$ cat config.mk
export PLATFORM = sky130hd
export DESIGN_NAME = multicycle_ctrl
export DESIGN_NICKNAME = d
export VERILOG_FILES = /design/src/rtl/ctrl_pkg.sv /design/src/rtl/instr_class.sv /design/src/rtl/multicycle_ctrl.sv
export SDC_FILE = /design/constraint.sdc
export NUM_CORES = 1
export LEC_CHECK = 0
export CAP_MARGIN = 40
export CORE_MARGIN = 5
export CORE_UTILIZATION = 29
export DETAILED_ROUTE_END_ITERATION = 8
export PLACE_DENSITY = 0.78
export RECOVER_POWER = 100
export SYNTH_ARGS = -nofsm -noshare
export SYNTH_HDL_FRONTEND = slang
export SYNTH_SLANG_ARGS = --single-unit
$ cat constraint.sdc
create_clock -name clk -period 2 [get_ports clk]
set_input_delay 0.5 -clock clk [delete_from_list [all_inputs] [get_ports clk]]
set_output_delay 0.5 -clock clk [all_outputs]
set_load 0.005 [all_outputs]
$ cat src/rtl/ctrl_pkg.sv
// Shared definitions for the RV32I multi-cycle controller: states, decode
// constants, ALU opcodes and datapath mux encodings.
package ctrl_pkg;

  typedef enum logic [3:0] {
    S_IDLE     = 4'd0,
    S_FETCH    = 4'd1,
    S_DECODE   = 4'd2,
    S_MEMADR   = 4'd3,
    S_MEMREAD  = 4'd4,
    S_MEMWB    = 4'd5,
    S_MEMWRITE = 4'd6,
    S_EXECR    = 4'd7,
    S_EXECI    = 4'd8,
    S_ALUWB    = 4'd9,
    S_BRANCH   = 4'd10,
    S_TRAP     = 4'd11
  } state_t;

  typedef struct packed {
    logic lw;
    logic sw;
    logic rtype;
    logic itype;
    logic branch;
    logic illegal;
  } iclass_t;

  localparam logic [6:0] OP_LOAD   = 7'b0000011;
  localparam logic [6:0] OP_STORE  = 7'b0100011;
  localparam logic [6:0] OP_RTYPE  = 7'b0110011;
  localparam logic [6:0] OP_ITYPE  = 7'b0010011;
  localparam logic [6:0] OP_BRANCH = 7'b1100011;

  localparam logic [2:0] F3_LW   = 3'b010;
  localparam logic [2:0] F3_SW   = 3'b010;
  localparam logic [2:0] F3_ADD  = 3'b000;
  localparam logic [2:0] F3_ADDI = 3'b000;
  localparam logic [2:0] F3_BEQ  = 3'b000;
  localparam logic [2:0] F3_BNE  = 3'b001;
  localparam logic [6:0] F7_ADD  = 7'b0000000;

  localparam logic ALU_ADD  = 1'b1;
  localparam logic ALU_ZERO = 1'b0;

  localparam logic [1:0] SRCA_PC    = 2'b00;
  localparam logic [1:0] SRCA_OLDPC = 2'b01;
  localparam logic [1:0] SRCA_RD1   = 2'b10;
  localparam logic [1:0] SRCB_RD2   = 2'b00;
  localparam logic [1:0] SRCB_IMM   = 2'b01;
  localparam logic [1:0] SRCB_FOUR  = 2'b10;
  localparam logic [1:0] IMM_I      = 2'b00;
  localparam logic [1:0] IMM_S      = 2'b01;
  localparam logic [1:0] IMM_B      = 2'b10;
  localparam logic [1:0] RES_ALUOUT = 2'b00;
  localparam logic [1:0] RES_DATA   = 2'b01;
  localparam logic [1:0] RES_ALU    = 2'b10;

  function automatic logic [1:0] imm_sel(input logic [6:0] opcode);
    case (opcode)
      OP_STORE:  return IMM_S;
      OP_BRANCH: return IMM_B;
      default:   return IMM_I;
    endcase
  endfunction

endpackage

$ cat src/rtl/instr_class.sv
// Combinational instruction classifier: one-hot {LW, SW, RTYPE, ITYPE,
// BRANCH, ILLEGAL} from the raw instruction word.
module instr_class import ctrl_pkg::*; #(
  parameter int DATA_WIDTH = 32
) (
  input  logic [DATA_WIDTH-1:0] instr,
  output iclass_t               cls
);

  logic [6:0] opcode;
  logic [2:0] funct3;
  logic [6:0] funct7;
  logic       unused_fields;

  assign opcode        = instr[6:0];
  assign funct3        = instr[14:12];
  assign funct7        = instr[31:25];
  assign unused_fields = ^{instr[24:15], instr[11:7]};

  // Opcode/funct match; anything not recognised falls into ILLEGAL
  always_comb begin
    cls = '0;
    case (opcode)
      OP_LOAD:   cls.lw     = (funct3 == F3_LW);
      OP_STORE:  cls.sw     = (funct3 == F3_SW);
      OP_RTYPE:  cls.rtype  = (funct3 == F3_ADD) && (funct7 == F7_ADD);
      OP_ITYPE:  cls.itype  = (funct3 == F3_ADDI);
      OP_BRANCH: cls.branch = (funct3 == F3_BEQ) || (funct3 == F3_BNE);
      default:   cls.lw     = 1'b0;
    endcase
    cls.illegal = ~(cls.lw | cls.sw | cls.rtype | cls.itype | cls.branch);
  end

endmodule

$ cat src/rtl/multicycle_ctrl.sv
// Multi-cycle RV32I control FSM (fetch/decode/execute/memory/writeback).
// Optional ILLEGAL_TRAP_EN: illegal decode locks in TRAP and drives `illegal`.
module multicycle_ctrl import ctrl_pkg::*; #(
  parameter int DATA_WIDTH     = 32,
  parameter int ALU_CTRL_WIDTH = 1
) (
  input  logic                      clk,
  input  logic                      rst_n,
  input  logic [DATA_WIDTH-1:0]     instr,
  input  logic                      eq,
  output logic [ALU_CTRL_WIDTH-1:0] alu_ctrl,
  output logic [1:0]                alu_src_a,
  output logic [1:0]                alu_src_b,
  output logic [1:0]                imm_src,
  output logic [1:0]                result_src,
  output logic                      adr_src,
  output logic                      ir_write,
  output logic                      pc_write,
  output logic                      reg_write,
  output logic                      mem_write,
  output logic                      retire
`ifdef ILLEGAL_TRAP_EN
  ,
  output logic                      illegal
`endif
);

  state_t  state;
  state_t  next_state;
  iclass_t cls;

  instr_class #(.DATA_WIDTH(DATA_WIDTH)) u_instr_class (
    .instr (instr),
    .cls   (cls)
  );

  // State register; reset aborts any instruction in flight
  always_ff @(posedge clk or negedge rst_n) begin
    if (!rst_n) begin
      state <= S_IDLE;
    end else begin
      state <= next_state;
    end
  end

  // Next-state sequencing
  always_comb begin
    next_state = state;
    case (state)
      S_IDLE:   next_state = S_FETCH;
      S_FETCH:  next_state = S_DECODE;
      S_DECODE: begin
        if (cls.illegal) begin
`ifdef ILLEGAL_TRAP_EN
          next_state = S_TRAP;
`else
          next_state = S_FETCH;  // NOP: PC already advanced in FETCH
`endif
        end else if (cls.lw || cls.sw) begin
          next_state = S_MEMADR;
        end else if (cls.rtype) begin
          next_state = S_EXECR;
        end else if (cls.itype) begin
          next_state = S_EXECI;
        end else if (cls.branch) begin
          next_state = S_BRANCH;
        end else begin
          next_state = S_FETCH;
        end
      end
      S_MEMADR: begin
        if (cls.lw) begin
          next_state = S_MEMREAD;
        end else begin
          next_state = S_MEMWRITE;
        end
      end
      S_MEMREAD:  next_state = S_MEMWB;
      S_EXECR:    next_state = S_ALUWB;
      S_EXECI:    next_state = S_ALUWB;
      S_MEMWB:    next_state = S_FETCH;
      S_MEMWRITE: next_state = S_FETCH;
      S_ALUWB:    next_state = S_FETCH;
      S_BRANCH:   next_state = S_FETCH;
      S_TRAP:     next_state = S_TRAP;
      default:    next_state = S_IDLE;
    endcase
  end

  // Moore decode of datapath controls (imm_src and branch pc_write excepted)
  always_comb begin
    alu_src_a  = SRCA_PC;
    alu_src_b  = SRCB_RD2;
    result_src = RES_ALUOUT;
    adr_src    = 1'b0;
    ir_write   = 1'b0;
    pc_write   = 1'b0;
    reg_write  = 1'b0;
    mem_write  = 1'b0;
    retire     = 1'b0;
    if (state == S_IDLE) begin
      alu_ctrl = '0;
      imm_src  = IMM_I;
    end else begin
      alu_ctrl = ALU_CTRL_WIDTH'(ALU_ADD);
      imm_src  = imm_sel(instr[6:0]);
    end
    case (state)
      S_FETCH: begin
        alu_src_b  = SRCB_FOUR;
        result_src = RES_ALU;
        ir_write   = 1'b1;
        pc_write   = 1'b1;
      end
      S_DECODE: begin
        alu_src_a = SRCA_OLDPC;
        alu_src_b = SRCB_IMM;
      end
      S_MEMADR, S_EXECI: begin
        alu_src_a = SRCA_RD1;
        alu_src_b = SRCB_IMM;
      end
      S_MEMREAD: adr_src = 1'b1;
      S_MEMWB: begin
        result_src = RES_DATA;
        reg_write  = 1'b1;
        retire     = 1'b1;
      end
      S_MEMWRITE: begin
        adr_src   = 1'b1;
        mem_write = 1'b1;
        retire    = 1'b1;
      end
      S_EXECR: alu_src_a = SRCA_RD1;
      S_ALUWB: begin
        reg_write = 1'b1;
        retire    = 1'b1;
      end
      S_BRANCH: begin
        alu_ctrl  = ALU_CTRL_WIDTH'(ALU_ZERO);
        alu_src_a = SRCA_RD1;
        pc_write  = eq ^ instr[12];  // funct3[0] selects BNE
        retire    = 1'b1;
      end
      default: retire = 1'b0;
    endcase
  end

`ifdef ILLEGAL_TRAP_EN
  assign illegal = (state == S_TRAP);
`endif

endmodule

* Word-level counts from Yosys, hierarchy flattened
Cells that the tools add are included.
Word-level totals: RAM bits 0, bits in latches 0, output and inout port bits 15, bits in read-only memories 0, register bits 4, memories 0, word-level logic and storage cells 62, input port bits 35
Operators by class: reductions and logical operators 13, $add $sub $neg 0, mux-type cells 25, bitwise operators 5, shifts and indexed selects 0, multiply operators 0, equal/unequal tests 18, divide/modulo/power cells 0, $lt $le $gt $ge 0
Operators by type and width (count):
- $pmux W4 S7 | 1
- $mux W4 | 5
- $eq A4 B3 Y1 const B | 4
- $eq A4 B4 Y1 const B | 4
- $pmux W2 S2 | 4
- $eq A7 B6 Y1 const B | 2
- $mux W1 | 12
- $eq A4 B2 Y1 const B | 2
- $reduce_or A4 Y1 | 2
- $eq A7 B2 Y1 const B | 1
- $eq A7 B5 Y1 const B | 1
- $eq A7 B7 Y1 const B | 1
- $logic_not A7 Y1 | 1
- $reduce_or A2 Y1 | 3
- $reduce_or A5 Y1 | 1
- $eq A4 B1 Y1 const B | 1
- $logic_not A4 Y1 | 1
- $mux W2 | 2
- $or A1 B1 Y1 | 4
- $eq A3 B1 Y1 const B | 1
- $eq A3 B2 Y1 const B | 1
- $logic_not A3 Y1 | 1
- $reduce_or A3 Y1 | 1
- $logic_or A1 B1 Y1 | 2
- 3 further kinds | 3

* Longest topological paths before layout
Gate-level depths: netlist of the first run.
depth in word-level cells 9, gate-level depth with buffers 5, mapped depth without buffers 4

* By module
From an unflattened synthesis of the first run, not the netlist that was laid out.
Second synthesis, totals: cell total of the unflattened synthesis 77, area total of the unflattened synthesis 578.1 µm²
Modules (own cells, without submodules):
- multicycle_ctrl | instances 1, sequential area each 100.1 µm², area each 446.7 µm², cells each 59
- instr_class | instances 1, sequential area each 0.0 µm², area each 131.4 µm², cells each 18

* Worst setup path before layout of the first run
Ideal clock, no wire load.
path kind input-to-reg, start point in instr[5], end point reg state[3], library setup time 80 ps, stages on the path 4, arrival 1600 ps, data required time 1920 ps, path buffers 0, path slack 321 ps, cell sequence or4b_4 -> a2111oi_4 -> a21oi_2 -> o22ai_2
Between the ends: cells in the longest elaborated chain, start to end 8, elaborated cells on any way between the ends 21, classes of those cells eq/ne (5); mux (11); bitwise (4); reduce/logical (1)
Ends and longest elaborated chain:
- start, declared | RTL line multicycle_ctrl.sv:9 | input logic [DATA_WIDTH-1:0] instr,
- $eq A7 B7 Y1, or another cell as far along | RTL line instr_class.sv:23 | case (opcode)
- $mux W1 | RTL line instr_class.sv:23
- $mux W4 or $or A1 B1 Y1 (tied branches) | RTL line multicycle_ctrl.sv:65, instr_class.sv:31
- $mux W4 or $or A1 B1 Y1 (tied branches) | RTL line multicycle_ctrl.sv:63, instr_class.sv:31
- $mux W4 or $or A1 B1 Y1 (tied branches) | RTL line multicycle_ctrl.sv:61, instr_class.sv:31
- $mux W4 or $or A1 B1 Y1 (tied branches) | RTL line multicycle_ctrl.sv:59, instr_class.sv:31
- $mux W4 * | RTL line multicycle_ctrl.sv:53 | if (cls.illegal) begin
- $pmux W4 S7 * | RTL line multicycle_ctrl.sv:49 | case (state)
- net next_state[3] | RTL line multicycle_ctrl.sv:29 | state_t next_state;
- end signal, assigned | RTL line multicycle_ctrl.sv:42 | state <= next_state;
- end, declared | RTL line multicycle_ctrl.sv:28 | state_t state;
Mark *: on every way through the listed nets, which the timed path passes. The rest lies on a longest branch.

* Worst setup path after layout of the first run
start point reg state[3], end point out reg_write
Between the ends: cells in the longest elaborated chain, start to end 3, elaborated cells on any way between the ends 4, classes of those cells eq/ne (2); mux (1); reduce/logical (1)
Ends and longest elaborated chain:
- $eq A4 B4 Y1 or $eq A4 B3 Y1 (tied branches) | RTL line multicycle_ctrl.sv:108 | case (state)
- $reduce_or A2 Y1 (no source line) *
- $mux W1 * | RTL line multicycle_ctrl.sv:108
- end, declared | RTL line multicycle_ctrl.sv:19 | output logic reg_write,
Every way passes the cells marked *; elsewhere a longest branch is shown, timed or not.

==> metrics.log, run 1 <==
INFO  metric route.detailed.drc = 0
INFO  metric die_area = between 0.002 and 0.003 sq mm
INFO  metric synth_async_sr_flop_share = 100.0%
INFO  metric timing.critical_path.from_type = flip-flop
INFO  metric ctsHtreeMaxLevel = 1
INFO  metric yosys.cell_count.top_type = sky130_fd_sc_hd__nor2_1
INFO  metric placement.setup.worst_slack = -0.6952 ns
INFO  metric core_area = 0.001727 sq mm
INFO  metric num_io_pins = 50
INFO  metric count_of_buffers_inserted_at_the_top_level_ports = 34
INFO  metric clk-insertion-delay-late = 0.23 ns
INFO  metric holdCritPathClass = in2async
INFO  metric critPathCaptureType = output pin
INFO  metric critical-path-top-delay-family = buffers and inverters
INFO  metric drive_above_1_share = 45.99%
INFO  metric p_leak = 0.5676 nW
INFO  metric critical-path-slowest-cell = sky130_fd_sc_hd__dfrtp_2
INFO  metric hold_viol_final = 0
INFO  metric grt_first_pass_wirelength = 3.450 mm
INFO  metric path_max_fanout = 3
INFO  metric synth_fp_nets = 107
INFO  metric detail-route-antenna-nets = 0
INFO  metric yosysTopAreaCellShare = 18.87%
INFO  metric via_per_inst = 4.932
INFO  metric synth-adder-area-share = 0%
INFO  metric synth_enable_flop_cells = 0
INFO  metric worst_stage_delay_on_the_critical_path = 0.40 ns
INFO  metric synth_xor_xnor_area_share = under 10%
INFO  metric synth.area.top_cells = sky130_fd_sc_hd__dfrtp_1, sky130_fd_sc_hd__nor2_1, sky130_fd_sc_hd__nand2b_1
INFO  metric seqPwrFrac = around 12%
INFO  metric initial_utilization = between 30 and 40%
INFO  metric flow.area_growth_from_synthesis = 130.0%
INFO  metric detailedRoute.firstIterationViolations = 15
INFO  metric syn_avg_cell_area = 7.368 sq um
INFO  metric synthFlopType = sky130_fd_sc_hd__dfrtp_1
INFO  metric critPathRequiredTime = ~1.5 ns
INFO  metric largest_family_of_logic_cells_by_synthesized_area = simple AND/OR/NAND/NOR gates
INFO  metric run_status = complete, but fails checks
INFO  metric finish.instance_area = 0.001220 sq mm
INFO  metric hold_buffers = 0
INFO  metric clk_transition_reported_paths = about 0.04 ns
INFO  metric final.setup.worst_slack = -0.003336 ns
INFO  metric final_net_count = 174
INFO  metric ys_seq_area_share = 18.87%
INFO  metric syn_inst = 72
INFO  metric worst_ep_arrival_time = around 1.5 ns
INFO  metric max_slew_headroom = between 70% and 80%
INFO  metric timing.max_cap.violations = 0
INFO  metric timing.fmax = 0.4992 GHz
INFO  metric grt_overflow_total = 0
INFO  metric worst-setup-path-type = reg2out
INFO  metric power.switching = roughly 630 uW
INFO  metric worst_pin_slew = 0.3424 ns
INFO  metric post-route-period-util = 100.2%
INFO  metric netlist_area = 530.5 sq um
INFO  metric synth_compound_gate_area_share = 21.93%
INFO  metric wire_per_inst = 13.92 microns
INFO  metric setup_viol_count_final = 1
INFO  metric synthSimpleGateAreaFrac = between 50% and 60%
INFO  metric post_synthesis_sequential_element_count = 4
INFO  metric min_tclk_post_route = 2.003 ns
INFO  metric via_count_of_the_first_global_routing_pass = 852
INFO  metric placement.cell_area = 0.001026 sq mm
INFO  metric seqCellArea = 105.1 sq um
INFO  metric failing_checks = negative setup slack
INFO  metric cellPowerDensity = approximately 1200 mW/mm^2
INFO  metric number_of_buffer_and_inverter_instances_along_the_worst_setup_path = 3
INFO  metric path_cells = buf_4 > buf_4 > nand2_1 > nand2b_4 > nor2_1 > dlygate4sd2_1
INFO  metric drt_first_pass_iters = 4
INFO  metric crit_top_cell = sky130_fd_sc_hd__buf_4
INFO  metric clkPwrFrac = 6.5%
INFO  metric globalRouteTotalUtil = 16.22%
INFO  metric gp_congestion = around 0.85
INFO  metric cts.path.max_buffers = 2
INFO  metric yosysUniqueCellTypes = 30
INFO  metric yosysWarnings = 0
INFO  metric totalWireLength = 2.255 mm
INFO  metric grt_max_degree = 7
INFO  metric clk_root_buffer_cell = sky130_fd_sc_hd__clkbuf_4
INFO  metric multi_input_area = between 400 and 500 sq um
INFO  metric fp-row-count = 15
INFO  metric die_height = 52.77 microns
INFO  metric route.vias.total = 799
INFO  metric swShare = around 42%
INFO  metric grt_setup_unrepaired = yes
INFO  metric power.share.combinational = 81.5%
INFO  metric fin_worst_skew = 0.001928 ns
INFO  metric reg_top3 = state x4
INFO  metric die_w = 52.77 microns
INFO  metric n_fill_cell = 138
INFO  metric cts_num_sinks = 4
INFO  metric synth_top_cells_by_count = sky130_fd_sc_hd__nor2_1, sky130_fd_sc_hd__nor3_1, sky130_fd_sc_hd__nand2_1, sky130_fd_sc_hd__nand2b_1
INFO  metric regMostFlops = state
INFO  metric p_int = 859.2 uW
INFO  metric grt_antenna_before_repair = 0
INFO  metric tritoncts = yes
INFO  metric vdd.ir_drop.worst = ~0.56 mV
INFO  metric synth.mux.area_fraction = 0%
INFO  metric diodes = 0
INFO  metric hpwlAfterDp = 1.602 mm
INFO  metric largest_register_ffs = 4
INFO  metric final_max_slew_viol_count = 0
INFO  metric cts_buffers = 3
INFO  metric yosys.area.top_type = sky130_fd_sc_hd__dfrtp_1
-- repair_timing --
action                     4_1_cts  5_1_grt
resized for setup               53       18
hold endpoints to repair         0        0
pin swaps                        8        2
setup endpoints to repair       17        8
setup buffers                    5        9
-- final cells by class --
type / count / area share, %
clock buffer: 3 / 1.846
inverter: 4 / 1.231
multi-input combinational: 60 / 40.82
sequential: 4 / 8.615
tap: 25 / 2.564
timing repair buffer: 66 / 44.92
-- power groups by stage --
stage	clock, mW	sequential, mW	combinational [mW]
floorplan	0	0.145	0.398
global placement	0	0.174	0.886
detailed placement	0	0.176	0.905
CTS	0.0988	0.187	1.00
global route	0.113	0.182	1.30
finish	0.0959	0.179	1.21
-- cells in the final DEF, fill, tap and decap left out, drive strengths merged, types with 6 or more instances in the layout --
master,count
nor3,7
nor2,13
nand2b,6
dlygate4sd2,14
clkbuf,7
clkdlybuf4s50,8
buf,34
nand2,6
-- routing by layer --
metal  vias up  GRT usage, %  part of all wire [%]
met5         -             0                     0
met4         0         6.383                   1.2
met3         2         2.279                   7.1
met2        38         31.20                    53
met1       368         17.29                    38
li1        391             -                     -
-- worst paths after layout --
check | startpoint | end | slack [ns] | cells past startpoint
worst max register to register | state[3] | state[1] | 0.49 | 5
max in group asynchronous | rst_n | state[0] | 1.28 | 1
min in group clk | instr[5] | state[1] | 0.67 | 4
worst min register to register | state[2] | state[3] | 0.76 | 4
worst max-delay path | state[3] | reg_write | -0.003 | 6
worst min-delay path | rst_n | state[2] | 0.54 | 1
-- stage by stage --
step / utilization (%) / hold slack (ns) / cells / power, mW / setup TNS, ns
2_1_floorplan: - / 0.2044 / 72 / 0.5429 / 0
3_3_place_gp: 59.42 / 0.7070 / 146 / 1.060 / -2.512
3_5_place_dp: 59.42 / 0.7136 / 146 / 1.081 / -2.730
4_1_cts: 65.22 / 0.4709 / 154 / 1.290 / -0.1102
5_1_grt: 70.65 / 0.5410 / 162 / 1.596 / -0.07827
6_report: 70.65 / 0.5412 / 162 / 1.487 / -0.003336
-- kinds of logic (layout without fill, tap and decap cells) --
group           count (synthesis)  in the layout
compound gates                 13             13
xor+xnor                        1              1
buf+inv                         8             73
flops                           4              4
simple gates                   46             46
-- worst register-to-register path, stage by stage, from the launching register on --
cell and delay (ns):
sky130_fd_sc_hd__dfrtp_2 0.40, sky130_fd_sc_hd__buf_4 0.15, sky130_fd_sc_hd__nand2b_1 0.16, sky130_fd_sc_hd__buf_4 0.16
sky130_fd_sc_hd__o41ai_1 0.39, sky130_fd_sc_hd__nand3_1 0.11
No activity file was read; power rests on OpenSTA's default activity.
==> run 2, diff against run 1 <==
--- a/config.mk
+++ b/config.mk
@@ -6,10 +6,13 @@
 export NUM_CORES = 1
 export LEC_CHECK = 0
 export CAP_MARGIN = 40
+export CELL_PAD_IN_SITES_DETAIL_PLACEMENT = 1
+export CELL_PAD_IN_SITES_GLOBAL_PLACEMENT = 1
+export CORE_ASPECT_RATIO = 0.7
 export CORE_MARGIN = 5
-export CORE_UTILIZATION = 29
+export CORE_UTILIZATION = 19
 export DETAILED_ROUTE_END_ITERATION = 8
-export PLACE_DENSITY = 0.78
+export PLACE_DENSITY_LB_ADDON = 0.1
 export RECOVER_POWER = 100
 export SYNTH_ARGS = -nofsm -noshare
 export SYNTH_HDL_FRONTEND = slang
==> run 2 against run 1 <==
Against the previous run:
- the run now ends clean
- design area decreased by 7.1%
- register-to-register slack improved by 0.04 ns
- flip-flop and latch count is the same
- hold slack gained 0.023 ns
- maximum frequency grew 3.1%
- sequential power grew 9%
==> metrics.log, run 2 (synthesized netlist as in run 1, its figures left out) <==
INFO  metric run_status = finished, final reports clean
INFO  metric layout_commonest_cell = sky130_fd_sc_hd__dlygate4sd2_1
INFO  metric die_area = 0.003966 sq mm
INFO  metric clk_root_buffer_cell = sky130_fd_sc_hd__clkbuf_8
INFO  metric timing.max_cap.violations = 0
INFO  metric num_io_pins = 50
INFO  metric grt_first_pass_wirelength = around 3.5 mm
INFO  metric grt_max_degree = 9
INFO  metric post-route-period-util = 97.16%
INFO  metric holdCritPathClass = in2async
INFO  metric min_tclk_post_route = 1.943 ns
INFO  metric worst-setup-path-type = reg2out
INFO  metric critPathCaptureType = output pin
INFO  metric cellPowerDensity = 1190 mW/mm^2
INFO  metric fin_worst_skew = 0.006125 ns
INFO  metric timing.critical_path.from_type = flip-flop
INFO  metric setup_viol_count_final = 0
INFO  metric path_max_fanout = 3
INFO  metric largest_register_ffs = 4
INFO  metric grt_overflow_total = 0
INFO  metric count_of_buffers_inserted_at_the_top_level_ports = 34
INFO  metric diodes = 0
INFO  metric wire_per_inst = 13.48 microns
INFO  metric flow.area_growth_from_synthesis = 113.7%
INFO  metric die_w = 73.16 microns
INFO  metric path_cells = clkbuf_2 > nor2_2 > inv_1 > or3b_4 > buf_2
INFO  metric worst_pin_slew = 0.4050 ns
INFO  metric via_per_inst = 4.503
INFO  metric globalRouteTotalUtil = 11.72%
INFO  metric hold_buffers = 0
INFO  metric core_area = around 0.0027 sq mm
INFO  metric ctsHtreeMaxLevel = 1
INFO  metric power.share.combinational = 72.6%
INFO  metric hold_viol_final = 0
INFO  metric detailedRoute.firstIterationViolations = 7
INFO  metric regMostFlops = state
INFO  metric placement.cell_area = 0.001025 sq mm
INFO  metric number_of_buffer_and_inverter_instances_along_the_worst_setup_path = 3
INFO  metric cts_buffers = 3
INFO  metric detail-route-antenna-nets = 0
INFO  metric sum_of_negative_setup_slack = 0 ns
INFO  metric p_int = 776.7 uW
INFO  metric finish.utilization = 41.33%
INFO  metric critPathRequiredTime = 1.50 ns
INFO  metric seqCellArea = 105.1 sq um
INFO  metric clk_transition_reported_paths = 0.04 ns
INFO  metric critical-path-top-delay-family = flip-flops
INFO  metric layout.cells.most_common_list = sky130_fd_sc_hd__dlygate4sd2_1, sky130_fd_sc_hd__buf_4, sky130_fd_sc_hd__nor2_1, sky130_fd_sc_hd__clkdlybuf4s50_1
INFO  metric reg_top3 = state x4
INFO  metric worst_ep_arrival_time = 1.44 ns
INFO  metric drt_first_pass_iters = 4
INFO  metric route.vias.total = around 730
INFO  metric drive_above_1_share = 38.58%
INFO  metric tritoncts = yes
INFO  metric n_fill_cell = 351
INFO  metric die_height = 54.21 microns
INFO  metric cts.path.max_buffers = 2
INFO  metric cts_num_sinks = 4
INFO  metric route.detailed.drc = 0
INFO  metric finish.instance_area = 0.001134 sq mm
INFO  metric timing.fmax = 0.5146 GHz
INFO  metric vdd.ir_drop.worst = 0.5634 mV
INFO  metric worst_stage_delay_on_the_critical_path = ~0.45 ns
INFO  metric initial_utilization = 19.34%
INFO  metric multi_input_area = approximately 480 sq um
INFO  metric power.switching = 572.7 uW
INFO  metric final_max_slew_viol_count = 0
INFO  metric seqPwrFrac = about 14%
INFO  metric p_leak = 0.5069 nW
INFO  metric totalWireLength = 2.198 mm
INFO  metric fp-row-count = 16
INFO  metric final_net_count = 164
INFO  metric clkPwrFrac = a little over an eighth
INFO  metric via_count_of_the_first_global_routing_pass = around 770
INFO  metric hpwlAfterDp = 1.810 mm
INFO  metric swShare = 42.44%
INFO  metric critical-path-slowest-cell = sky130_fd_sc_hd__dfrtp_2
INFO  metric gp_congestion = 0.8420
INFO  metric grt_setup_unrepaired = no
INFO  metric grt_antenna_before_repair = 0
INFO  metric max_slew_headroom = approximately 73%
INFO  metric clk-insertion-delay-late = around 0.22 ns
==> run 2: cell count changes in the layout (fill, tap and decap cells not counted), moves of 2 or more <==
cell                              previous run  this run
sky130_fd_sc_hd__clkbuf_8                    0         3
sky130_fd_sc_hd__clkbuf_2                    3         6
sky130_fd_sc_hd__a21oi_1                     2         4
sky130_fd_sc_hd__clkbuf_1                    1         4
sky130_fd_sc_hd__clkdlybuf4s15_1             2         0
sky130_fd_sc_hd__a21oi_2                     2         0
sky130_fd_sc_hd__dlygate4sd2_1              14        17
sky130_fd_sc_hd__buf_4                      27        15
sky130_fd_sc_hd__clkbuf_4                    3         0
sky130_fd_sc_hd__buf_2                       3         1
==> run 2: final cells by class <==
| type | instances | area share (%) |
|---|---|---|
| clock buffer | 3 | 3.642 |
| timing repair buffer | 56 | 39.29 |
| tap | 36 | 3.974 |
| multi-input combinational | 60 | 42.49 |
| inverter | 4 | 1.325 |
| sequential | 4 | 9.272 |
==> run 2: repair_timing <==
| action | 4_1_cts | 5_1_grt |
|---|---|---|
| setup buffers | 3 | 2 |
| setup endpoints to repair | 18 | 8 |
| gates resized for setup | 59 | 11 |
| pin swaps | 5 | 5 |
==> run 2: worst register-to-register path, delay by kind of cell (launching register included) <==
family | cells | cell delay, ns
AOI/OAI and AO/OA | 1 | 0.34
buffers and inverters | 2 | 0.31
and+or+nand+nor | 2 | 0.28
DFF | 1 | 0.41
==> run 2: stage by stage <==
step / worst slack [ns] / power (mW) / hold slack, ns / instances
finish: 0.05673 / 1.349 / 0.5645 / 163
global route: 0.004892 / 1.462 / 0.5805 / 163
CTS: 0.005074 / 1.384 / 0.4958 / 161
detailed placement: -0.6671 / 1.101 / 0.6623 / 155
global placement: -0.6983 / 1.096 / 0.6587 / 155
floorplan: 0.3205 / 0.5429 / 0.2044 / 72
==> run 2: path summary, 6_finish.rpt <==
path / from / endpoint / slack [ns] / cells past startpoint
min: rst_n / state[1] / 0.56 / 1
max in group asynchronous: rst_n / state[3] / 1.23 / 1
max: state[2] / alu_ctrl / 0.06 / 5
max reg2reg: state[3] / state[1] / 0.53 / 5
min reg2reg: state[0] / state[3] / 0.67 / 2
min in group clk: state[0] / state[3] / 0.67 / 2
==> run 2: routing by layer <==
metal	up-vias	wire, microns	track usage, %
met4	0	12	2.761
li1	373	-	-
met1	345	1081	15.58
met3	2	98	3.853
met2	14	1005	18.40
met5	-	0	0
==> run 2: power by group through the flow <==
stage	clock network (mW)	registers, mW	logic (mW)
6_report	0.175	0.195	0.979
5_1_grt	0.177	0.200	1.08
4_1_cts	0.175	0.195	1.01
3_5_place_dp	0	0.176	0.925
3_3_place_gp	0	0.179	0.917
2_1_floorplan	0	0.145	0.398
